## src/rtl/gate_unit_arbiter_if.sv

```systemverilog
// Request/response bundle between N requesters, the shared gate-unit arbiter and the result consumer.
// Requester i's fields are packed at [i*W +: W] for operands and at [i*3 +: 3] for the opcode.
interface gate_unit_arbiter_if #(
  parameter int N = 4,
  parameter int W = 8
);
  logic [N-1:0]   req_valid;
  logic [N-1:0]   req_ready;
  logic [N*W-1:0] req_a;
  logic [N*W-1:0] req_b;
  logic [N*3-1:0] req_op;
  logic           rsp_valid;
  logic           rsp_ready;
  logic [2:0]     rsp_id;
  logic [W-1:0]   rsp_data;
  logic           rsp_err;

  modport master (
    output req_valid, req_a, req_b, req_op, rsp_ready,
    input  req_ready, rsp_valid, rsp_id, rsp_data, rsp_err
  );

  modport slave (
    input  req_valid, req_a, req_b, req_op, rsp_ready,
    output req_ready, rsp_valid, rsp_id, rsp_data, rsp_err
  );
endinterface

```

## src/rtl/gate_unit_arbiter.sv

```systemverilog
// Round-robin arbiter sharing one W-bit bitwise gate unit among N requesters.
// Flow per operation: IDLE (grant) -> EXEC (compute) -> RESP (hold until accepted).
module gate_unit_arbiter #(
  parameter int N     = 4,
  parameter int W     = 8,
  parameter int CNT_W = 16
) (
  input  logic               clk,
  input  logic               rst,
  gate_unit_arbiter_if.slave bus,
  output logic               busy,
  output logic [CNT_W-1:0]   op_count
);

  typedef enum logic [1:0] {IDLE, EXEC, RESP} state_t;

  state_t             state_reg;
  logic [2:0]         ptr_reg;
  logic [2:0]         id_reg;
  logic [W-1:0]       a_reg;
  logic [W-1:0]       b_reg;
  logic [2:0]         op_reg;
  logic               rsp_valid_reg;
  logic [2:0]         rsp_id_reg;
  logic [W-1:0]       rsp_data_reg;
  logic               rsp_err_reg;
  logic               busy_reg;
  logic [CNT_W-1:0]   op_count_reg;

  logic [2*N-1:0]     valid_rot;
  logic               grant_found;
  logic [2:0]         grant_id;
  logic [3:0]         idx_sum;
  logic [3:0]         ptr_sum;
  logic [2:0]         ptr_next;
  logic [W-1:0]       sel_a;
  logic [W-1:0]       sel_b;
  logic [2:0]         sel_op;

  function automatic logic [W-1:0] gate_eval(input logic [W-1:0] a,
                                             input logic [W-1:0] b,
                                             input logic [2:0]   op);
    logic [W-1:0] r;
    case (op)
      3'd0:    r = a & b;
      3'd1:    r = a | b;
      3'd2:    r = ~a;
      3'd3:    r = ~(a & b);
      3'd4:    r = ~(a | b);
      3'd5:    r = a ^ b;
      3'd6:    r = ~(a ^ b);
      default: r = '0;
    endcase
    return r;
  endfunction

  // Rotate so bit k of valid_rot is requester (ptr+k) mod N; the lowest set k wins.
  always_comb begin
    valid_rot   = {bus.req_valid, bus.req_valid} >> ptr_reg;
    grant_found = 1'b0;
    grant_id    = '0;
    idx_sum     = '0;
    for (int k = N - 1; k >= 0; k--) begin
      if (valid_rot[k]) begin
        idx_sum = 4'(ptr_reg) + 4'(k);
        if (idx_sum >= 4'(N)) begin
          idx_sum = idx_sum - 4'(N);
        end
        grant_found = 1'b1;
        grant_id    = idx_sum[2:0];
      end
    end
  end

  always_comb begin
    ptr_sum  = 4'(grant_id) + 4'd1;
    ptr_next = (ptr_sum == 4'(N)) ? 3'd0 : ptr_sum[2:0];
    sel_a    = W'(bus.req_a >> (32'(grant_id) * W));
    sel_b    = W'(bus.req_b >> (32'(grant_id) * W));
    sel_op   = 3'(bus.req_op >> (32'(grant_id) * 3));
  end

  genvar gi;
  generate
    for (gi = 0; gi < N; gi++) begin : g_ready
      assign bus.req_ready[gi] = (state_reg == IDLE) && grant_found && (grant_id == 3'(gi));
    end
  endgenerate

  always_ff @(posedge clk) begin
    if (rst) begin
      state_reg     <= IDLE;
      ptr_reg       <= '0;
      id_reg        <= '0;
      a_reg         <= '0;
      b_reg         <= '0;
      op_reg        <= '0;
      rsp_valid_reg <= 1'b0;
      rsp_id_reg    <= '0;
      rsp_data_reg  <= '0;
      rsp_err_reg   <= 1'b0;
      busy_reg      <= 1'b0;
      op_count_reg  <= '0;
    end else begin
      case (state_reg)
        IDLE: begin
          if (grant_found) begin
            a_reg     <= sel_a;
            b_reg     <= sel_b;
            op_reg    <= sel_op;
            id_reg    <= grant_id;
            ptr_reg   <= ptr_next;
            busy_reg  <= 1'b1;
            state_reg <= EXEC;
          end
        end
        EXEC: begin
          rsp_data_reg  <= gate_eval(a_reg, b_reg, op_reg);
          rsp_err_reg   <= (op_reg == 3'd7);
          rsp_id_reg    <= id_reg;
          rsp_valid_reg <= 1'b1;
          state_reg     <= RESP;
        end
        RESP: begin
          if (bus.rsp_ready) begin
            rsp_valid_reg <= 1'b0;
            busy_reg      <= 1'b0;
            if (op_count_reg != {CNT_W{1'b1}}) begin
              op_count_reg <= op_count_reg + 1'b1;
            end
            state_reg <= IDLE;
          end
        end
        default: state_reg <= IDLE;
      endcase
    end
  end

  assign bus.rsp_valid = rsp_valid_reg;
  assign bus.rsp_id    = rsp_id_reg;
  assign bus.rsp_data  = rsp_data_reg;
  assign bus.rsp_err   = rsp_err_reg;
  assign busy          = busy_reg;
  assign op_count      = op_count_reg;

endmodule
```

## src/flat_wrapper.sv

```systemverilog
// flat-port wrapper written by rule: the top's interface ports become plain ports
module gate_unit_arbiter_flat 
#(
  parameter int N     = 4,
  parameter int W     = 8,
  parameter int CNT_W = 16
)
  (clk, rst, busy, op_count, bus_req_valid, bus_req_a, bus_req_b, bus_req_op, bus_rsp_ready, bus_req_ready, bus_rsp_valid, bus_rsp_id, bus_rsp_data, bus_rsp_err);
  gate_unit_arbiter_if #(.N(N), .W(W)) bus_i ();
  input  logic clk;
  input  logic rst;
  output logic busy;
  output logic [CNT_W-1:0] op_count;
  input wire logic [$bits(bus_i.req_valid)-1:0] bus_req_valid;
  input wire logic [$bits(bus_i.req_a)-1:0] bus_req_a;
  input wire logic [$bits(bus_i.req_b)-1:0] bus_req_b;
  input wire logic [$bits(bus_i.req_op)-1:0] bus_req_op;
  input wire logic [$bits(bus_i.rsp_ready)-1:0] bus_rsp_ready;
  output wire logic [$bits(bus_i.req_ready)-1:0] bus_req_ready;
  output wire logic [$bits(bus_i.rsp_valid)-1:0] bus_rsp_valid;
  output wire logic [$bits(bus_i.rsp_id)-1:0] bus_rsp_id;
  output wire logic [$bits(bus_i.rsp_data)-1:0] bus_rsp_data;
  output wire logic [$bits(bus_i.rsp_err)-1:0] bus_rsp_err;
  assign bus_i.req_valid = bus_req_valid;
  assign bus_i.req_a = bus_req_a;
  assign bus_i.req_b = bus_req_b;
  assign bus_i.req_op = bus_req_op;
  assign bus_i.rsp_ready = bus_rsp_ready;
  assign bus_req_ready = bus_i.req_ready;
  assign bus_rsp_valid = bus_i.rsp_valid;
  assign bus_rsp_id = bus_i.rsp_id;
  assign bus_rsp_data = bus_i.rsp_data;
  assign bus_rsp_err = bus_i.rsp_err;
  gate_unit_arbiter #(.N(N), .W(W), .CNT_W(CNT_W)) u_core (.clk(clk), .rst(rst), .bus(bus_i), .busy(busy), .op_count(op_count));
endmodule
```

## config.mk

```make
export PLATFORM = sky130hd
export DESIGN_NAME = gate_unit_arbiter_flat
export DESIGN_NICKNAME = d
export VERILOG_FILES = /design/src/rtl/gate_unit_arbiter_if.sv /design/src/rtl/gate_unit_arbiter.sv /design/src/flat_wrapper.sv
export SDC_FILE = /design/constraint.sdc
export NUM_CORES = 1
export LEC_CHECK = 0
export ABC_AREA = 1
export CELL_PAD_IN_SITES_DETAIL_PLACEMENT = 2
export CELL_PAD_IN_SITES_GLOBAL_PLACEMENT = 2
export CORE_MARGIN = 1
export CORE_UTILIZATION = 23
export CTS_CLUSTER_DIAMETER = 60
export DETAILED_ROUTE_END_ITERATION = 7
export PLACE_DENSITY = 0.78
export SYNTH_ARGS = -nofsm -noshare
export SYNTH_HDL_FRONTEND = slang
export SYNTH_SLANG_ARGS = --single-unit
```

## constraint.sdc

```tcl
create_clock -name clk -period 2.2 [get_ports clk]
set_input_delay 0.44 -clock clk [delete_from_list [all_inputs] [get_ports clk]]
set_output_delay 0.44 -clock clk [all_outputs]
set_load 0.005 [all_outputs]
```

After elaboration in Yosys (flattened, before gate mapping)
Cells that the tools add are included.

cells by class
  reductions and logical operators = 15
  order comparisons = 4
  $mul = 1
  div/mod/pow operators = 0
  equal/unequal tests = 16
  add/subtract/negate cells = 9
  multiplexer cells = 21
  bitwise gates (word level) = 7
  shift operators = 4

operator list
  operator                                                            count
  >> shifter 32 x 6 -> 8 bit                                          2
  one-hot mux 8 bit (7 select lines)                                  1
  inverter 8 bit                                                      4
  2-to-1 mux 3 bit                                                    9
  adder 16 x 1 -> 16 bit (second input constant)                      1
  inequality test 16 bit (second input constant)                      1
  == test 3 x 2 -> 1 bit (second input constant)                      4
  == test 3 bit (second input constant)                               4
  greater-or-equal comparator 4 x 3 -> 1 bit (second input constant)  3
  >> shifter 12 x 5 -> 3 bit                                          1
  subtractor 3 bit (second input constant)                            4
  adder 3 x 1 -> 4 bit (second input constant)                        2
  adder 3 x 2 -> 4 bit (second input constant)                        2
  bitwise AND 8 bit                                                   1
  OR 8 bit                                                            1
  >> shifter 8 x 3 -> 4 bit                                           1
  XOR 8 bit                                                           1
  == test 3 x 1 -> 1 bit (second input constant)                      2
  logical NOT 3 bit                                                   2
  2-to-1 mux 1 bit                                                    6
  one-hot mux 2 bit (3 select lines)                                  1
  AND reduction 2 bit                                                 3
  AND reduction 3 bit                                                 2
  logical AND 1 bit                                                   5
  other kinds (11)                                                    14

word-level totals
  memories kept = 0
  input port bits = 83
  output and inout bits = 34
  bits in read-only memories = 0
  latch bits = 0
  RAM bits = 0
  flip-flop bits (word level) = 57

Depth between registers and ports, before layout
  depth in word-level cells = 10
  gate-level depth with buffers = 18
  mapped depth without buffers = 16

Least setup slack after synthesis
No wires, ideal clock.

  path type = reg-to-output
  from = register u_core.ptr_reg[0]
  to = output bus_req_ready[3]
  required time = 1.760 ns
  arrival time = 1.755 ns
  cell stages (with the launch flop) = 14
  path slack = 0.005 ns
  cells stage by stage = dfxtp_1 buf_6 inv_6 ha_1 inv_1 nand2_1 nand2_1 nand2_1 a21oi_1 buf_2 ha_1 ha_1 inv_1 nor2_1

on the way
  longest elaborated chain between the ends = 9

RTL lines
  element                                                                         RTL line                                          text
  start: declaration                                                              gate_unit_arbiter.sv:18                           logic [2:0] ptr_reg;
  start signal: assignment                                                        gate_unit_arbiter.sv:112                          ptr_reg <= ptr_next;
  adder 3 x 2 -> 4 bit                                                            gate_unit_arbiter.sv:65                           idx_sum = 4'(ptr_reg) + 4'(k);
  greater-or-equal comparator 4 x 3 -> 1 bit or subtractor 3 bit (tied branches)  gate_unit_arbiter.sv:66, gate_unit_arbiter.sv:67
  2-to-1 mux 3 bit                                                                gate_unit_arbiter.sv:66                           if (idx_sum >= 4'(N)) begin
  2-to-1 mux 3 bit (3 in series)                                                  gate_unit_arbiter.sv:64                           if (valid_rot[k]) begin
  2-to-1 mux 3 bit (*)                                                            gate_unit_arbiter.sv:64
  net u_core.grant_id[1]                                                          gate_unit_arbiter.sv:32                           logic [2:0] grant_id;
  == test 3 x 2 -> 1 bit (*)                                                      gate_unit_arbiter.sv:86                           assign bus.req_ready[gi] = (state_reg == IDLE) && grant_found && (grant_id == 3'(gi));
  logical AND 1 bit (*)                                                           gate_unit_arbiter.sv:86
  end: declaration                                                                flat_wrapper.sv:19                                output wire logic [$bits(bus_i.req_ready)-1:0] bus_req_ready;

The timed path passes the listed nets; every way through them passes the cells marked *.

Worst setup path after layout
  from = register u_core.ptr_reg[1]
  to = output bus_req_ready[3]

on the way
  longest elaborated chain between the ends = 9

RTL lines
  element                                                                         RTL line
  adder 3 x 2 -> 4 bit                                                            gate_unit_arbiter.sv:65
  greater-or-equal comparator 4 x 3 -> 1 bit or subtractor 3 bit (tied branches)  gate_unit_arbiter.sv:66, gate_unit_arbiter.sv:67
  2-to-1 mux 3 bit                                                                gate_unit_arbiter.sv:66
  2-to-1 mux 3 bit (4 in series)                                                  gate_unit_arbiter.sv:64
  == test 3 x 2 -> 1 bit                                                          gate_unit_arbiter.sv:86
  logical AND 1 bit (*)                                                           gate_unit_arbiter.sv:86

Every way passes the cells marked *; elsewhere a longest branch is shown, timed or not.

==> impl_metrics.env <==
export IMPL_arrival_ns=2.16
export IMPL_die_area_um2=17900
export IMPL_numClockSinks=57
export IMPL_worst_slew_pin_slew_ns=0.591
export IMPL_hold_class="register to register"
export IMPL_r2r_slack_ns=-0.08
export IMPL_synth_nets=689
export IMPL_diodes=0
export IMPL_num_io_pins=117
export IMPL_viasPerCell=4.89
export IMPL_switchingPower_mw=3.97
export IMPL_path_max_fanout=6
export IMPL_r2r_cells=13
export IMPL_setup_tns_final_ns=-2.04
export IMPL_fillers=1909
export IMPL_antenna_left=0
export IMPL_violations="setup timing"
export IMPL_finalMaxSlewViolations=0
export IMPL_fin_cells=949
export IMPL_htreeDepth=3
export IMPL_clk_latency_ns=0.34
export IMPL_status="finished, violations left"
export IMPL_route_final_wire_length_um=17200
export IMPL_rsz0062_at_grt="true"
export IMPL_setup_viol=24
export IMPL_grt_antenna_before_repair=0
export IMPL_grt_max_degree=40
export IMPL_hold_viol=0
export IMPL_crit_buf_inv=3
export IMPL_grt_total_usage=0.189
export IMPL_maxCapViolations=0
export IMPL_pwr_share_clk=0.173
export IMPL_gr_total_overflow=0
export IMPL_place_hpwl_um=12000
export IMPL_yosysWarnings=0
export IMPL_endpoint_kind="primary output"
export IMPL_internal_power_mw=4.57
export IMPL_port_buffers=116
export IMPL_nets=830
export IMPL_max_freq_mhz=385
export IMPL_finClkSkew_ns=0.00931
export IMPL_placedCellCount=918
export IMPL_start_util=0.239
export IMPL_cts_reportedPaths_clkPinSlew_ns=0.05
export IMPL_cts_tree="built"
export IMPL_critical_path_top_delay_family="simple AND/OR/NAND/NOR gates"
export IMPL_grt_pass1_vias=5192
export IMPL_crit_required_ns=1.76
export IMPL_cts_hold_buffers=0
export IMPL_synth_cell_area_um2=4000
export IMPL_grt_pass1_wl_um=26700
export IMPL_crit_chain="inv_8, nand4_1, nand3_4, nand2_2, nand2_2, nand2_4, a21oi_4, ha_4, ha_4, inv_2, nor2_2, buf_2"
export IMPL_fin_crit_ns=2.60
export IMPL_reg2reg_to="u_core.b_reg[2]"
export IMPL_crit_slowest_cell="dfxtp_4"
export IMPL_layout_drive_gt1_share=0.211
export IMPL_synth_avg_cell_area_um2=6.86
export IMPL_powerDensity_nw_per_um2=1380
export IMPL_synthTopCellsByArea="dfxtp_1 (29%), nand2_1 (12%), nand3_1 (11%)"
export IMPL_placementRows=47
export IMPL_holdPathEnd="u_core.id_reg[2]"
export IMPL_area_delta_synth_final_pct=55.1
export IMPL_leakage_nw=2.53
export IMPL_wl_per_cell_um=18.2
export IMPL_p_seq_frac=0.179
export IMPL_synthCells=583
export IMPL_fin_util=0.370
export IMPL_regToRegStartpoint="u_core.ptr_reg[1]"
export IMPL_hold_depth=2
export IMPL_ir_drop_mv=0.492
export IMPL_crit_type="register to primary output"
export IMPL_startpoint_type="register"
export IMPL_drtIter0Drc=115
export IMPL_max_slew_margin_rel=0.606
export IMPL_drc_errors=0
export IMPL_die_height_um=134
export IMPL_min_from="u_core.id_reg[2]"
export IMPL_ys_ff_latch=57
export IMPL_synth_top_area_frac=0.285
export IMPL_cts_max_path_buffers=2
export IMPL_setup_ws_ns=-0.401
export IMPL_yosysTopAreaCell="dfxtp_1"
export IMPL_cts_buffers=9
export IMPL_cts_root_buf="clkbuf_16"
export IMPL_drtPass1Iterations=4
export IMPL_ys_seq_area_frac=0.285
export IMPL_core_um2=16800
export IMPL_largest_reg_flops=16
export IMPL_comb_power_share=0.648
export IMPL_via_count=4637
export IMPL_max_stage_delay_ns=0.37
export IMPL_sw_frac_of_total=0.465
export IMPL_fp_dieW_um=134
export IMPL_min_period_over_period=1.18
export IMPL_gp_congestion=0.792
export IMPL_synth_distinct_cells=41
==> placed cells by master (no fill, tap or decap), drive strengths merged, types with 3 or more instances in the layout <==
cell and n:
nor3 10, nand3 114, nand2 136, clkdlybuf4s50 108
or2 3, buf 46, nand4 7, o22ai 8
clkbuf 16, nor3b 3, a21oi 45, inv 64
ha 23, a22oi 3, a31oi 5, o21ai 23
dlygate4sd2 4, a221oi 3, dfxtp 57, nor2 37
==> worst max-delay path by stage <==
stage	start	endpoint	cells after the start
detailed placement	bus_req_valid[3]	bus_req_ready[3]	13
global placement	bus_req_valid[3]	bus_req_ready[3]	14
global route	u_core.ptr_reg[1]	bus_req_ready[0]	15
finish	u_core.ptr_reg[1]	bus_req_ready[3]	12
floorplan	u_core.ptr_reg[0]	bus_req_ready[3]	13
CTS	u_core.ptr_reg[0]	bus_req_ready[1]	13
==> stage by stage <==
| stage | total power, mW | hold WS, ns | instance area [um2] | worst slack [ns] |
|---|---|---|---|---|
| after detailed placement | 5.89 | 0.450 | 5430 | -0.973 |
| after global placement | 5.60 | 0.437 | 5430 | -0.797 |
| after global routing | 9.19 | 0.484 | 6200 | -0.489 |
| after floorplan | 4.43 | 0.424 | 4000 | 0.00532 |
| after CTS | 7.88 | 0.458 | 5950 | -0.334 |
| final | 8.54 | 0.460 | 6200 | -0.401 |
==> layout make-up <==
cell class | count | area, um2 | share of cell area
clock buffers | 14 | 274 | 0.0442
clock inverters | 2 | 35.0 | 0.00565
inverters | 65 | 264 | 0.0426
multi-input cells | 431 | 2630 | 0.424
flip-flops and latches | 57 | 1150 | 0.186
well taps | 220 | 275 | 0.0444
repair buffers | 160 | 1570 | 0.254
==> per-layer routing <==
layer  wire length (um)  track usage  up-vias
met1               7330        0.224     2215
met5                  0            0        -
met3                661       0.0336       49
li1                   -            -     2232
met2               8610        0.328      141
met4                627       0.0909        0
==> cells in the mapped netlist, drive strengths merged <==
library cell / n
nand2: 136
nand3: 114
inv: 64
dfxtp: 57
a21oi: 45
nor2: 37
ha: 23
o21ai: 23
buf: 22
nor3: 10
clkbuf: 8
o22ai: 8
nand4: 7
a31oi: 5
a221oi: 3
a22oi: 3
nor3b: 3
or2: 3
xor2: 2
a21boi: 1
and3: 1
clkinv: 1
conb: 1
nor4: 1
o2111ai: 1
o21ba: 1
o221ai: 1
o31ai: 1
xnor2: 1
==> power groups by stage <==
stage	logic [mW]	registers, mW	clock network [mW]
after floorplan	3.00	1.43	0
after global placement	4.11	1.49	0
after detailed placement	4.38	1.51	0
after CTS	4.87	1.50	1.51
after global routing	6.08	1.55	1.56
final	5.53	1.53	1.48
==> timing repair <==
action,4_1_cts,5_1_grt
pin swaps,19,12
buffers inserted,16,4
cloned,0,2
resized for setup,64,50
setup endpoints to repair,27,30
==> worst min-delay path, cell delays in order, from the launching register on <==
cell     delay, ns
dfxtp_1       0.29
inv_1         0.07
nor3_1        0.05
==> kinds of logic (layout without fill, tap and decap cells) <==
family / after synthesis / in the layout / share of synthesized area
flip-flops: 57 / 57 / 0.285
AO/OA/AOI/OAI: 92 / 92 / 0.129
other: 1 / 1 / 0.000938
buffers and inverters: 95 / 241 / 0.123
XOR/XNOR: 3 / 3 / 0.00657
AND/OR/NAND/NOR: 312 / 312 / 0.383
adder cells (fa/ha/maj): 23 / 23 / 0.0720
Power figures use the tool's default switching activity.
